==> src/rtl/fwd_hazard_unit_if.sv <==
// rtl/fwd_hazard_unit_if.sv - pipeline-side signal bundle for the forwarding/hazard unit
//
// Purpose: groups every pipeline-facing signal of fwd_hazard_unit so the unit
// can be dropped beside the ID/EX register with a single port.
// Modports:
//   master - the pipeline: drives stage write enables, destinations, source
//            addresses and MDU issue; receives Forward, Stall and MDU status.
//   slave  - the forwarding/hazard unit itself (the mirror of master).

interface fwd_hazard_unit_if #(
    parameter int AW   = 5,
    parameter int NSRC = 3
);
    logic                 Ex_Mem_RegWrite;
    logic                 Mem_Wb_RegWrite;
    logic [AW-1:0]        Ex_Mem_rd;
    logic [AW-1:0]        Mem_Wb_rd;
    logic [NSRC*AW-1:0]   Id_Ex_src;
    logic [NSRC*AW-1:0]   If_Id_src;
    logic [NSRC-1:0]      Id_Ex_src_en;
    logic [NSRC-1:0]      If_Id_src_en;
    logic                 Id_Ex_MemRead;
    logic [AW-1:0]        Id_Ex_rd;
    logic                 Mdu_start;
    logic [AW-1:0]        Mdu_rd;
    logic                 If_Id_mdu;
    logic [2*NSRC-1:0]    Forward;
    logic                 Stall;
    logic                 Mdu_busy;
    logic                 Mdu_done;
    logic [AW-1:0]        Mdu_wb_rd;
    logic                 Mdu_err;

    modport master (
        output Ex_Mem_RegWrite, Mem_Wb_RegWrite, Ex_Mem_rd, Mem_Wb_rd,
               Id_Ex_src, If_Id_src, Id_Ex_src_en, If_Id_src_en,
               Id_Ex_MemRead, Id_Ex_rd, Mdu_start, Mdu_rd, If_Id_mdu,
        input  Forward, Stall, Mdu_busy, Mdu_done, Mdu_wb_rd, Mdu_err
    );

    modport slave (
        input  Ex_Mem_RegWrite, Mem_Wb_RegWrite, Ex_Mem_rd, Mem_Wb_rd,
               Id_Ex_src, If_Id_src, Id_Ex_src_en, If_Id_src_en,
               Id_Ex_MemRead, Id_Ex_rd, Mdu_start, Mdu_rd, If_Id_mdu,
        output Forward, Stall, Mdu_busy, Mdu_done, Mdu_wb_rd, Mdu_err
    );
endinterface

==> src/rtl/fwd_hazard_unit.sv <==
// rtl/fwd_hazard_unit.sv - operand forwarding, load-use and MDU hazard unit
//
// Purpose: drives the EX operand-mux selects (Forward, 2 bits per source slot)
// and the pipeline Stall line, and tracks a single multi-cycle MDU op.
// Ports:
//   clk   - rising-edge clock
//   rst_n - asynchronous active-low reset
//   bus   - fwd_hazard_unit_if.slave: stage write enables/destinations, source
//           addresses and enables, load and MDU issue info in; Forward, Stall,
//           Mdu_busy, Mdu_done, Mdu_wb_rd, Mdu_err out.

module fwd_hazard_unit #(
    parameter int AW        = 5,
    parameter int NSRC      = 3,
    parameter int MDU_LAT   = 4,
    parameter int RF_BYPASS = 0
) (
    input  logic              clk,
    input  logic              rst_n,
    fwd_hazard_unit_if.slave  bus
);
    localparam int CW = $clog2(MDU_LAT);

    typedef enum logic [1:0] {
        IDLE = 2'd0,
        BUSY = 2'd1,
        DONE = 2'd2
    } mdu_state_t;

    mdu_state_t     state, state_nxt;
    logic [CW-1:0]  cnt, cnt_nxt;
    logic [AW-1:0]  pend_rd, pend_rd_nxt;
    logic           err, err_nxt;

    // One-cycle write-back history: covers a register file that reads the old
    // value in the same cycle it is written.
    logic           wb_last_we;
    logic [AW-1:0]  wb_last_rd;

    always_ff @(posedge clk or negedge rst_n) begin
        if (!rst_n) begin
            wb_last_we <= 1'b0;
            wb_last_rd <= '0;
        end else if (RF_BYPASS == 0) begin
            wb_last_we <= bus.Mem_Wb_RegWrite;
            wb_last_rd <= bus.Mem_Wb_rd;
        end
    end

    // Per-slot forwarding select, youngest producer wins.
    always_comb begin
        bus.Forward = '0;
        for (int i = 0; i < NSRC; i++) begin
            if (bus.Id_Ex_src_en[i] && (bus.Id_Ex_src[i*AW +: AW] != '0)) begin
                if (bus.Ex_Mem_RegWrite && (bus.Ex_Mem_rd == bus.Id_Ex_src[i*AW +: AW]))
                    bus.Forward[2*i +: 2] = 2'b10;
                else if (bus.Mem_Wb_RegWrite && (bus.Mem_Wb_rd == bus.Id_Ex_src[i*AW +: AW]))
                    bus.Forward[2*i +: 2] = 2'b01;
                else if ((RF_BYPASS == 0) && wb_last_we && (wb_last_rd == bus.Id_Ex_src[i*AW +: AW]))
                    bus.Forward[2*i +: 2] = 2'b11;
            end
        end
    end

    // ID-stage source matches against the EX load and the pending MDU dest.
    logic load_use, mdu_raw;

    always_comb begin
        load_use = 1'b0;
        mdu_raw  = 1'b0;
        for (int i = 0; i < NSRC; i++) begin
            if (bus.If_Id_src_en[i] && (bus.If_Id_src[i*AW +: AW] != '0)) begin
                if (bus.Id_Ex_MemRead && (bus.Id_Ex_rd == bus.If_Id_src[i*AW +: AW]))
                    load_use = 1'b1;
                if ((state != IDLE) && (pend_rd == bus.If_Id_src[i*AW +: AW]))
                    mdu_raw = 1'b1;
            end
        end
    end

    // A second MDU op in ID must wait while the unit is occupied; in DONE the
    // unit accepts a new issue, so no structural stall there.
    assign bus.Stall = load_use | mdu_raw | ((state == BUSY) && bus.If_Id_mdu);

    // MDU tracker. cnt loads MDU_LAT-2 so BUSY lasts MDU_LAT-1 cycles and
    // DONE lands exactly MDU_LAT cycles after the issuing edge.
    always_ff @(posedge clk or negedge rst_n) begin
        if (!rst_n) begin
            state   <= IDLE;
            cnt     <= '0;
            pend_rd <= '0;
            err     <= 1'b0;
        end else begin
            state   <= state_nxt;
            cnt     <= cnt_nxt;
            pend_rd <= pend_rd_nxt;
            err     <= err_nxt;
        end
    end

    always_comb begin
        state_nxt   = state;
        cnt_nxt     = cnt;
        pend_rd_nxt = pend_rd;
        err_nxt     = err;
        case (state)
            IDLE: begin
                if (bus.Mdu_start) begin
                    pend_rd_nxt = bus.Mdu_rd;
                    cnt_nxt     = CW'(MDU_LAT - 2);
                    state_nxt   = BUSY;
                end
            end
            BUSY: begin
                if (bus.Mdu_start)
                    err_nxt = 1'b1;
                if (cnt == '0)
                    state_nxt = DONE;
                else
                    cnt_nxt = cnt - CW'(1);
            end
            DONE: begin
                if (bus.Mdu_start) begin
                    pend_rd_nxt = bus.Mdu_rd;
                    cnt_nxt     = CW'(MDU_LAT - 2);
                    state_nxt   = BUSY;
                end else begin
                    state_nxt = IDLE;
                end
            end
            default: state_nxt = IDLE;
        endcase
    end

    assign bus.Mdu_busy  = (state == BUSY);
    assign bus.Mdu_done  = (state == DONE);
    assign bus.Mdu_wb_rd = (state == DONE) ? pend_rd : '0;
    assign bus.Mdu_err   = err;

endmodule

==> src/flat_wrapper.sv <==
// flat-port wrapper written by rule: the top's interface ports become plain ports
module fwd_hazard_unit_flat 
#(
    parameter int AW        = 5,
    parameter int NSRC      = 3,
    parameter int MDU_LAT   = 4,
    parameter int RF_BYPASS = 0
)
  (clk, rst_n, bus_Ex_Mem_RegWrite, bus_Mem_Wb_RegWrite, bus_Ex_Mem_rd, bus_Mem_Wb_rd, bus_Id_Ex_src, bus_If_Id_src, bus_Id_Ex_src_en, bus_If_Id_src_en, bus_Id_Ex_MemRead, bus_Id_Ex_rd, bus_Mdu_start, bus_Mdu_rd, bus_If_Id_mdu, bus_Forward, bus_Stall, bus_Mdu_busy, bus_Mdu_done, bus_Mdu_wb_rd, bus_Mdu_err);
  fwd_hazard_unit_if #(.AW(AW), .NSRC(NSRC)) bus_i ();
  input  logic clk;
  input  logic rst_n;
  input wire logic [$bits(bus_i.Ex_Mem_RegWrite)-1:0] bus_Ex_Mem_RegWrite;
  input wire logic [$bits(bus_i.Mem_Wb_RegWrite)-1:0] bus_Mem_Wb_RegWrite;
  input wire logic [$bits(bus_i.Ex_Mem_rd)-1:0] bus_Ex_Mem_rd;
  input wire logic [$bits(bus_i.Mem_Wb_rd)-1:0] bus_Mem_Wb_rd;
  input wire logic [$bits(bus_i.Id_Ex_src)-1:0] bus_Id_Ex_src;
  input wire logic [$bits(bus_i.If_Id_src)-1:0] bus_If_Id_src;
  input wire logic [$bits(bus_i.Id_Ex_src_en)-1:0] bus_Id_Ex_src_en;
  input wire logic [$bits(bus_i.If_Id_src_en)-1:0] bus_If_Id_src_en;
  input wire logic [$bits(bus_i.Id_Ex_MemRead)-1:0] bus_Id_Ex_MemRead;
  input wire logic [$bits(bus_i.Id_Ex_rd)-1:0] bus_Id_Ex_rd;
  input wire logic [$bits(bus_i.Mdu_start)-1:0] bus_Mdu_start;
  input wire logic [$bits(bus_i.Mdu_rd)-1:0] bus_Mdu_rd;
  input wire logic [$bits(bus_i.If_Id_mdu)-1:0] bus_If_Id_mdu;
  output wire logic [$bits(bus_i.Forward)-1:0] bus_Forward;
  output wire logic [$bits(bus_i.Stall)-1:0] bus_Stall;
  output wire logic [$bits(bus_i.Mdu_busy)-1:0] bus_Mdu_busy;
  output wire logic [$bits(bus_i.Mdu_done)-1:0] bus_Mdu_done;
  output wire logic [$bits(bus_i.Mdu_wb_rd)-1:0] bus_Mdu_wb_rd;
  output wire logic [$bits(bus_i.Mdu_err)-1:0] bus_Mdu_err;
  assign bus_i.Ex_Mem_RegWrite = bus_Ex_Mem_RegWrite;
  assign bus_i.Mem_Wb_RegWrite = bus_Mem_Wb_RegWrite;
  assign bus_i.Ex_Mem_rd = bus_Ex_Mem_rd;
  assign bus_i.Mem_Wb_rd = bus_Mem_Wb_rd;
  assign bus_i.Id_Ex_src = bus_Id_Ex_src;
  assign bus_i.If_Id_src = bus_If_Id_src;
  assign bus_i.Id_Ex_src_en = bus_Id_Ex_src_en;
  assign bus_i.If_Id_src_en = bus_If_Id_src_en;
  assign bus_i.Id_Ex_MemRead = bus_Id_Ex_MemRead;
  assign bus_i.Id_Ex_rd = bus_Id_Ex_rd;
  assign bus_i.Mdu_start = bus_Mdu_start;
  assign bus_i.Mdu_rd = bus_Mdu_rd;
  assign bus_i.If_Id_mdu = bus_If_Id_mdu;
  assign bus_Forward = bus_i.Forward;
  assign bus_Stall = bus_i.Stall;
  assign bus_Mdu_busy = bus_i.Mdu_busy;
  assign bus_Mdu_done = bus_i.Mdu_done;
  assign bus_Mdu_wb_rd = bus_i.Mdu_wb_rd;
  assign bus_Mdu_err = bus_i.Mdu_err;
  fwd_hazard_unit #(.AW(AW), .NSRC(NSRC), .MDU_LAT(MDU_LAT), .RF_BYPASS(RF_BYPASS)) u_core (.clk(clk), .rst_n(rst_n), .bus(bus_i));
endmodule
==> config.mk <==
export PLATFORM = sky130hd
export DESIGN_NAME = fwd_hazard_unit_flat
export DESIGN_NICKNAME = d
export VERILOG_FILES = /design/src/rtl/fwd_hazard_unit_if.sv /design/src/rtl/fwd_hazard_unit.sv /design/src/flat_wrapper.sv
export SDC_FILE = /design/constraint.sdc
export NUM_CORES = 1
export LEC_CHECK = 0
export BUFFER_PORTS_ARGS = -buffer_cell sky130_fd_sc_hd__buf_4
export CELL_PAD_IN_SITES_DETAIL_PLACEMENT = 0
export CELL_PAD_IN_SITES_GLOBAL_PLACEMENT = 1
export CORE_AREA = 2 2 77 79
export CTS_BUF_LIST = sky130_fd_sc_hd__clkbuf_8 sky130_fd_sc_hd__clkbuf_16
export CTS_CLUSTER_SIZE = 30
export DETAILED_ROUTE_END_ITERATION = 10
export DIE_AREA = 0 0 79 81
export HOLD_SLACK_MARGIN = 0.02
export PLACE_DENSITY = 0.74
export SYNTH_ARGS = -nofsm -noshare
export SYNTH_HDL_FRONTEND = slang
export SYNTH_SLANG_ARGS = --single-unit
==> constraint.sdc <==
create_clock -name clk -period 1.3 [get_ports clk]
set_clock_uncertainty 0.05 [all_clocks]
set_input_delay 0.065 -clock clk [delete_from_list [all_inputs] [get_ports clk]]
set_output_delay 0.065 -clock clk [all_outputs]
set_load 0.02 [all_outputs]
==> impl_metrics.csv, run 1 <==
group,metric,value,unit
run_status,status,"complete, but fails checks",
run_status,violations,"setup timing",
synth,ys_warn_count,0,
power_and_ir_drop,ir_drop,0.6116,mV
worst_setup_path,critPathRequiredTime,1.19,ns
cts,tritoncts,"yes",
synth,synth.most_common_cell,"xor2_1",
synth,syn_area,1599,um^2
floorplan,core-area,5675,um^2
timing,fmax,0.5329,GHz
timing,finalCritPeriodShare,144.4,%
placed_design,io_buffers,77,
power_and_ir_drop,power,3.100,mW
drt,wl_per_cell,13.68,um
floorplan,start_util,28.17,%
timing,finalWorstSetupSlack,-0.5767,ns
grt,antenna_found_initial,0,
worst_setup_path,critical_path_arrival,1.76,ns
floorplan,rows,28,
drt,vias,1787,
synth,synth-edff-count,0,
worst_setup_path,crit_fanout,3,
synth,netlist_top_cells_count,"xor2_1 (46), xnor2_1 (29), dfrtp_1 (16), nor4_1 (15)",
synth,ys_ff_latch,16,
timing,final.min_clock_period,1.877,ns
finish,diodes,0,
finish,nets,381,
cts,htreeDepth,1,
grt,track_usage,16.36,%
grt,grt_max_degree,17,
drt,ant_nets,0,
drt,drt_iter0_drc,52,
synth,avgSynthCellArea,8.933,um^2
floorplan,dieHeight,81,um
synth,ys_types,28,
floorplan,die_x,79,um
synth,netlist_top_cells_area,"xor2_1 (25%), dfrtp_1 (25%), xnor2_1 (16%)",
cts,clockRootBuffer,"clkbuf_8",
synth,synthCells,179,
cts,cts_buffer_depth,2,
worst_setup_path,reg2reg_depth,4,
finish,fin_cells,391,
worst_setup_path,r2r_setup_slack,0.05,ns
synth,async_reset_ff_share,100.0,%
timing,rsz0062_at_grt,"true",
finish,syn_to_final_growth,82.79,%
synth,yosysTopAreaCellShare,25.20,%
finish,drive_gt1_share,49.05,%
power_and_ir_drop,power.density,1061,nW/um^2
synth,yosysTopAreaCell,"xor2_1",
timing,setup_tns,-3.616,ns
worst_setup_path,r2r_end,"u_core.pend_rd[3]$_DFFE_PN0P_",
timing,hold_viol_final,0,
cts,cts.clk_slew.worst_paths,0.07,ns
cts,clock_latency,0.25,ns
placed_design,finalWeightedCongestion,0.8751,
placed_design,post-place-cells,372,
floorplan,die-area,6399,um^2
synth,ys.flop_type,"dfrtp_1",
cts,cts.sinks,16,
timing,hold_slack,0.1490,ns
worst_setup_path,crit_path_end_kind,"output port",
drt,routed_wl,5348,um
synth,synth_fp_nets,243,
grt,grt_overflow,0,
synth,synth_seq_area_share,25.04,%
power_and_ir_drop,leakage,1.332,nW
timing,finalSetupViolations,12,
worst_setup_path,critical_path_class,"reg2out",
timing,slew_headroom,72.81,%
cts,cts_made_buffers,3,
drt,via_per_inst,4.570,
placed_design,dp.final_hpwl,4323,um
drt,dr.pass1.iters,4,
floorplan,ios,78,
flow_run,drv_cap,0,
worst_hold_path,hold_class,"in2async",
drt,drcViolationCount,0,
grt,grt_pass1_wl,8280,um
grt,grt_pass1_vias,1732,
placed_design,pre_cts_slack,-0.2864,ns
timing,tightest_slew,0.4042,ns
worst_setup_path,r2r_start,"u_core.state[0]$_DFFE_PN0P_",
worst_setup_path,cp-start-kind,"flop",
timing,slew_viol_final,0,
## stage by stage
step	util [%]	area, um^2
final	51.50	2923
after global routing	51.50	2923
after CTS	49.96	2835
after detailed placement	45.90	2605
after global placement	45.90	2605
after floorplan	-	1622
## kinds of logic (layout without fill, tap and decap cells)
kind of cell | Yosys count | after routing | synth area share (%)
xor gates and xnor gates | 75 | 75 | 41.08
and+or+nand+nor | 57 | 57 | 20.74
AOI/OAI and AO/OA | 20 | 20 | 7.668
DFF | 16 | 16 | 25.04
muxes | 5 | 5 | 3.521
buffers and inverters | 5 | 142 | 1.174
adders and majority gates | 1 | 1 | 0.7823
## worst max-delay path by stage
stage          depth (start not counted)             end                           start  slack (ns)
6_report                               8  bus_Forward[3]  u_core.wb_last_rd[0]$_DFF_PN0_       -0.58
5_1_grt                                7  bus_Forward[2]  u_core.wb_last_rd[0]$_DFF_PN0_       -0.64
4_1_cts                                7  bus_Forward[2]  u_core.wb_last_rd[0]$_DFF_PN0_       -0.54
3_5_place_dp                           7       bus_Stall                bus_If_Id_src[0]       -0.29
3_3_place_gp                           7       bus_Stall                bus_If_Id_src[0]       -0.29
2_1_floorplan                          5  bus_Forward[4]  u_core.wb_last_rd[0]$_DFF_PN0_       -0.14
## layout make-up
type,count,area (um^2)
fill,541,2753
multi-input combinational,158,1275
timing repair buffer,134,1076
sequential,16,405.4
tap,75,93.84
clock buffer,4,55.05
inverter,4,17.52
## layout by cell type, fill, tap and decap left out, types with 4 or more instances in the layout
| master | instances |
|---|---|
| nor4_1 | 13 |
| and3_1 | 6 |
| o21ai_1 | 7 |
| dfrtp_1 | 12 |
| buf_6 | 10 |
| or4_1 | 5 |
| mux2_1 | 5 |
| dfrtp_2 | 4 |
| clkbuf_8 | 4 |
| buf_4 | 111 |
| and2_4 | 5 |
| dlygate4sd3_1 | 13 |
| xnor2_1 | 26 |
| xor2_1 | 46 |
| nand3_1 | 7 |
## critical path: stages (launching register included)
cell and delay [ns]:
dfrtp_1 0.42, buf_6 0.13, xor2_1 0.15, nor4_1 0.19, and3_1 0.23, buf_4 0.12, a21oi_2 0.04, nor2_2 0.09
buf_6 0.12
## layer usage
metal / vias to the layer above / routed length, um / global-route usage [%]
li1: 905 / - / -
met1: 845 / 2498 / 22.37
met2: 32 / 2623 / 27.46
met3: 5 / 181 / 2.222
met4: 0 / 45 / 3.793
met5: - / 0 / 0
## power breakdown
part | switching (mW) | internal, mW | total (mW)
Clock | 0.188 | 0.269 | 0.458
Combinational | 0.770 | 1.00 | 1.77
Sequential | 0.209 | 0.659 | 0.867
## registers in the layout, indices dropped and copies added, names as in the netlist
name,flops
u_core.cnt,2
u_core.bus.Mdu_err,1
u_core.wb_last_we,1
u_core.wb_last_rd,5
u_core.pend_rd,5
u_core.state,2
## timing repair
action / in CTS / in global routing
setup endpoints to repair: 14 / 18
endpoints found under the hold margin: 28 / 0
gates resized for setup: 14 / 18
pin swaps: 7 / 11
setup buffers: 0 / 2
hold buffers: 13 / 0
Note: power is estimated with default switching activity, not from simulation.
==> run 2, diff against run 1 <==
==> constraint.sdc (replaced) <==
create_clock -name clk -period 1.69 [get_ports clk]
set_clock_uncertainty 0.05 [all_clocks]
set_input_delay 0.0845 -clock clk [delete_from_list [all_inputs] [get_ports clk]]
set_output_delay 0.0845 -clock clk [all_outputs]
set_load 0.02 [all_outputs]
==> run 2 against run 1 <==
Against the previous run:
- the flow still finishes with violations (setup timing)
- sequential cell count did not move
- count of clock-buffer cells in the layout unchanged
- sequential share of layout area increased by 1.9 points
==> impl_metrics.csv, run 2 (synthesis gave the netlist of run 1 again) <==
group,metric,value,unit
power_and_ir_drop,seqPwrFrac,29.6,%
finish,multi_input_comb_area,1196,um^2
floorplan,core-area,5675,um^2
floorplan,die-area,6399,um^2
worst_setup_path,cp-start-kind,"flop",
drt,ant_nets,0,
finish,nets,347,
placed_design,io_buffers,77,
worst_setup_path,r2r_start,"u_core.state[0]$_DFFE_PN0P_",
worst_setup_path,crit_fanout,3,
timing,finalWorstSetupSlack,-0.1794,ns
worst_setup_path,r2r_end,"u_core.pend_rd[2]$_DFFE_PN0P_",
worst_setup_path,critical_path_arrival,1.73,ns
floorplan,die_x,79,um
power_and_ir_drop,combPwrFrac,54.3,%
drt,dr.pass1.iters,4,
power_and_ir_drop,intPower,1.291,mW
finish,final_common_cell,"buf_4",
finish,final_cell_mix,"buf_4 (87), xor2_1 (46), xnor2_1 (29), dfrtp_1 (15)",
power_and_ir_drop,power.density,809.7,nW/um^2
finish,diodes,0,
cts,clockRootBuffer,"clkbuf_8",
finish,ff_latch_area,401.6,um^2
grt,grt_max_degree,17,
cts,cts_made_buffers,3,
finish,layout_top_registers,"u_core.pend_rd x5, u_core.wb_last_rd x5",
grt,grt_pass1_vias,1643,
power_and_ir_drop,leakage,1.126,nW
power_and_ir_drop,p_sw_share,37.36,%
run_status,violations,"setup timing",
floorplan,start_util,28.17,%
cts,cts.sinks,16,
worst_setup_path,path_delay_family,"simple AND/OR/NAND/NOR gates",
grt,grt_pass1_wl,7810,um
worst_setup_path,crit_path_end_kind,"output port",
drt,drt_iter0_drc,30,
worst_setup_path,crit_cells,6,
finish,drive_gt1_share,35.46,%
finish,fillers,573,
power_and_ir_drop,pwr-share-clk,16.1,%
worst_setup_path,critPathRequiredTime,1.56,ns
drt,routed_wl,4849,um
worst_setup_path,critPathMaxStageDelay,0.41,ns
worst_hold_path,hold_class,"in2async",
timing,hold_viol_final,0,
cts,cts.clk_slew.worst_paths,0.06,ns
floorplan,rows,28,
timing,tightest_slew,0.4322,ns
cts,clock_latency,0.25,ns
floorplan,dieHeight,81,um
worst_setup_path,r2r_setup_slack,0.49,ns
timing,finalSetupViolations,7,
worst_setup_path,reg2reg_depth,3,
timing,hold_slack,0.1760,ns
run_status,status,"complete, but fails checks",
timing,slew_headroom,70.92,%
cts,cts_buffer_depth,2,
power_and_ir_drop,netSwitchingPower,0.7699,mW
placed_design,dp.final_hpwl,3990,um
worst_setup_path,cp_num_buf_inv,1,
drt,vias,1664,
worst_setup_path,crit_path_end,"bus_Forward[0]",
worst_setup_path,cp_slowest_cell,"dfrtp_1",
timing,finalCritPeriodShare,110.6,%
power_and_ir_drop,ir_drop,0.3683,mV
drt,drcViolationCount,0,
cts,htreeDepth,1,
placed_design,finalWeightedCongestion,0.8200,
grt,track_usage,15.22,%
timing,slew_viol_final,0,
worst_setup_path,crit_start,"u_core.wb_last_rd[0]$_DFF_PN0_",
floorplan,ios,78,
drt,wl_per_cell,13.58,um
grt,antenna_found_initial,0,
timing,final.min_clock_period,1.869,ns
timing,rsz0062_at_grt,"true",
cts,tritoncts,"yes",
worst_setup_path,critical_path_class,"reg2out",
flow_run,drv_cap,0,
power_and_ir_drop,power,2.061,mW
drt,via_per_inst,4.661,
worst_setup_path,cp_cell_sequence,"xor2_1, nor4_1, and3_1, a31oi_1, nor3_1, buf_4",
grt,grt_overflow,0,
timing,fmax,0.5349,GHz
finish,syn_to_final_growth,59.15,%
[run 2: worst min path at each step]
stage | slack (ns) | endpoint | from
after global routing | 0.19 | u_core.cnt[1]$_DFFE_PN0P_ | rst_n
after detailed placement | -0.09 | u_core.bus.Mdu_err$_DFFE_PN0P_ | rst_n
after CTS | 0.18 | u_core.bus.Mdu_err$_DFFE_PN0P_ | rst_n
after global placement | -0.09 | u_core.bus.Mdu_err$_DFFE_PN0P_ | rst_n
after floorplan | -0.26 | u_core.bus.Mdu_err$_DFFE_PN0P_ | rst_n
final | 0.18 | u_core.bus.Mdu_err$_DFFE_PN0P_ | rst_n
[run 2: layer usage]
metal / wire (um) / global-route usage (%) / vias to the layer above
met4: 40 / 3.621 / 0
met2: 2350 / 26.69 / 55
met3: 356 / 2.333 / 6
li1: - / - / 836
met1: 2102 / 19.70 / 767
met5: 0 / 0 / -
[run 2: cell type report]
| type | count | area share [%] |
|---|---|---|
| Clock buffer | 4 | 2.163 |
| Inverter | 4 | 0.5900 |
| Multi-Input combinational cell | 158 | 47.00 |
| Sequential cell | 16 | 15.78 |
| Tap cell | 75 | 3.687 |
| Timing Repair Buffer | 100 | 30.78 |
[run 2: repair_timing]
action	CTS	global route
endpoints found under the setup margin	7	7
endpoints found under the hold margin	28	0
pin swaps	1	0
buffers inserted	2	0
gates resized for setup	2	2
hold buffers	13	0
[run 2: metrics by stage]
stage,setup slack (ns),setup TNS (ns),cells,utilization (%),area (um^2)
after global placement,0.05449,0,338,41.01,2327
final,-0.1794,-0.8082,357,44.84,2545
after floorplan,0.06368,0,179,-,1599
after global routing,-0.2587,-1.548,357,44.84,2545
after CTS,-0.1633,-0.8056,357,44.66,2535
after detailed placement,0.05056,0,338,41.01,2327
[run 2: worst register-to-register path: cells and delay by family (launching register included)]
| kind | cells | cell delay (ns) |
|---|---|---|
| muxes | 1 | 0.32 |
| buffers and inverters | 1 | 0.16 |
| and+or+nand+nor | 1 | 0.13 |
| DFF | 1 | 0.43 |
[run 2: power by group through the flow]
stage | clock network, mW | logic, mW | registers, mW
global placement | 0 | 1.08 | 0.618
floorplan | 0 | 0.599 | 0.622
finish | 0.332 | 1.12 | 0.609
detailed placement | 0 | 1.09 | 0.616
CTS | 0.344 | 1.12 | 0.612
global route | 0.355 | 1.25 | 0.628
==> run 3, diff against run 2 <==
--- a/config.mk
+++ b/config.mk
@@ -14,7 +14,7 @@
 export DETAILED_ROUTE_END_ITERATION = 10
 export DIE_AREA = 0 0 79 81
 export HOLD_SLACK_MARGIN = 0.02
-export PLACE_DENSITY = 0.74
+export PLACE_DENSITY_LB_ADDON = 0.1
 export SYNTH_ARGS = -nofsm -noshare
 export SYNTH_HDL_FRONTEND = slang
 export SYNTH_SLANG_ARGS = --single-unit
==> run 3 against run 2 <==
Against the previous run:
- the flow still finishes with violations (setup timing)
- critical path depth is the same
- highest routed layer unchanged
- register-to-register slack worse by 0.03 ns
- setup slack better by 0.0030 ns
- final area rose by 0.30%
- wire length is 4.8% higher
- hold slack got worse by 0.0074 ns
- sequential cell count stayed put
- first-iteration DRC count rose by 140%
- via count increased by 1.6%
- critical path type unchanged
- fmax rose by 0.16%
==> impl_metrics.csv, run 3 (synthesis gave the netlist of run 1 again) <==
group,metric,value,unit
power_and_ir_drop,combPwrFrac,54.0,%
timing,hold_slack,0.1687,ns
timing,hold_viol_final,0,
timing,fmax,0.5358,GHz
drt,drt_iter0_drc,72,
cts,cts_buffer_depth,2,
worst_setup_path,critPathMaxStageDelay,0.45,ns
finish,fin_cells,354,
drt,wl_per_cell,14.36,um
placed_design,postPlaceCellArea,2305,um^2
floorplan,core-area,5675,um^2
timing,finalSetupViolations,7,
grt,grt_use_met3,3.444,%
floorplan,rows,28,
finish,diodes,0,
placed_design,post-place-cells,335,
grt,busiest_layer,"met2",
timing,slew_headroom,71.17,%
worst_setup_path,crit_path_end_kind,"output port",
drt,drcViolationCount,0,
finish,fillers,592,
placed_design,finalWeightedCongestion,0.7756,
finish,stdcell_area,2552,um^2
floorplan,die-area,6399,um^2
worst_setup_path,cp_slowest_cell,"dfrtp_2",
drt,via_per_inst,4.777,
worst_setup_path,critical_path_class,"reg2out",
timing,final.min_clock_period,1.866,ns
finish,layout_top_registers,"u_core.pend_rd x5, u_core.wb_last_rd x5",
worst_setup_path,critical_path_arrival,1.73,ns
worst_setup_path,cp-start-kind,"flop",
cts,cts.clk_slew.worst_paths,0.07,ns
placed_design,io_buffers,77,
worst_setup_path,crit_fanout,3,
worst_setup_path,cp_num_buf_inv,1,
timing,rsz0062_at_grt,"true",
grt,met1_usage,19.09,%
grt,grt_max_degree,17,
floorplan,start_util,28.17,%
flow_run,drv_cap,0,
finish,final_cell_mix,"buf_4 (82), xor2_1 (46), xnor2_1 (26), nor4_1 (13), dlygate4sd3_1 (13)",
finish,final_common_cell,"buf_4",
worst_hold_path,hold_class,"in2async",
timing,finalCritPeriodShare,110.4,%
timing,finalWorstSetupSlack,-0.1764,ns
power_and_ir_drop,intPower,1.323,mW
cts,tritoncts,"yes",
cts,htreeDepth,1,
power_and_ir_drop,leakage,1.124,nW
floorplan,die_x,79,um
power_and_ir_drop,power.density,841.6,nW/um^2
cts,clockRootBuffer,"clkbuf_8",
grt,track_usage,15.89,%
power_and_ir_drop,netSwitchingPower,0.8252,mW
power_and_ir_drop,pwr-share-clk,16.0,%
grt,grt_pass1_wl,8010,um
grt,grt_pass1_vias,1740,
grt,antenna_found_initial,0,
worst_setup_path,path_delay_family,"simple AND/OR/NAND/NOR gates",
drt,vias,1691,
cts,cts.sinks,16,
power_and_ir_drop,seqPwrFrac,30.0,%
finish,drive_gt1_share,36.56,%
timing,tightest_slew,0.4286,ns
floorplan,ios,78,
finish,syn_to_final_growth,59.62,%
run_status,violations,"setup timing",
timing,slew_viol_final,0,
floorplan,dieHeight,81,um
finish,nets,344,
power_and_ir_drop,p_sw_share,38.42,%
cts,cts_made_buffers,3,
drt,routed_wl,5084,um
worst_setup_path,critPathRequiredTime,1.56,ns
drt,ant_nets,0,
placed_design,dp.final_hpwl,4207,um
run_status,status,"complete, but fails checks",
grt,grt_overflow,0,
cts,clock_latency,0.25,ns
power_and_ir_drop,ir_drop,0.4617,mV
drt,dr.pass1.iters,4,
worst_setup_path,cp_cell_sequence,"xor2_1, nor4_1, and3_1, a31oi_1, nor3_1, buf_4",
placed_design,pre_cts_slack,0.02252,ns
grt,met2_usage,28.73,%
-- run 3: cell count changes in the layout (fill, tap and decap cells not counted), moves of 2 or more --
cell     change
buf_4        -5
buf_6        +2
dfrtp_2      +3
xnor2_2      +3
xnor2_1      -3
dfrtp_1      -3
-- run 3: what timing repair did --
item                                    CTS  global route
resized for setup                         8             3
endpoints found under the setup margin    7             7
hold buffers                             13             0
buffers inserted                          1             1
pin swaps                                10             9
endpoints found under the hold margin    28             0
-- run 3: power groups by stage --
stage,Combinational (mW),Sequential [mW],Clock [mW]
floorplan,0.599,0.622,0
global placement,1.06,0.640,0
detailed placement,1.05,0.647,0
CTS,1.13,0.644,0.346
global route,1.28,0.656,0.361
finish,1.16,0.644,0.344
-- run 3: path summary, 6_finish.rpt --
path | slack [ns] | startpoint | depth (start not counted) | end
max | -0.18 | u_core.wb_last_rd[2]$_DFF_PN0_ | 6 | bus_Forward[4]
min | 0.17 | rst_n | 2 | u_core.cnt[1]$_DFFE_PN0P_
max reg2reg | 0.46 | u_core.state[0]$_DFFE_PN0P_ | 3 | u_core.pend_rd[1]$_DFFE_PN0P_
min reg2reg | 0.41 | u_core.bus.Mdu_err$_DFFE_PN0P_ | 1 | u_core.bus.Mdu_err$_DFFE_PN0P_
max in group asynchronous | 1.21 | rst_n | 2 | u_core.wb_last_rd[0]$_DFF_PN0_
min in group clk | 0.41 | u_core.bus.Mdu_err$_DFFE_PN0P_ | 1 | u_core.bus.Mdu_err$_DFFE_PN0P_
-- run 3: layer usage --
layer,up-vias,part of all wire (%),wire length [um]
met1,775,42,2117
met2,72,48,2459
li1,831,-,-
met5,-,0,0
met4,0,2.4,124
met3,13,7.5,382
-- run 3: area by class of cell --
class | instances | area [um^2] | area share (%)
Multi-Input combinational cell | 158 | 1215 | 47.60
Timing Repair Buffer | 97 | 768.2 | 30.10
Sequential cell | 16 | 405.4 | 15.88
Tap cell | 75 | 93.84 | 3.676
Clock buffer | 4 | 55.05 | 2.157
Inverter | 4 | 15.01 | 0.5882
-- run 3: per-stage QoR --
| step | utilization [%] | power, mW | setup TNS (ns) |
|---|---|---|---|
| after CTS | 44.55 | 2.119 | -0.8331 |
| after floorplan | - | 1.221 | 0 |
| after detailed placement | 40.61 | 1.701 | 0 |
| after global routing | 44.97 | 2.294 | -1.393 |
| after global placement | 40.61 | 1.702 | 0 |
| final | 44.97 | 2.148 | -0.6370 |
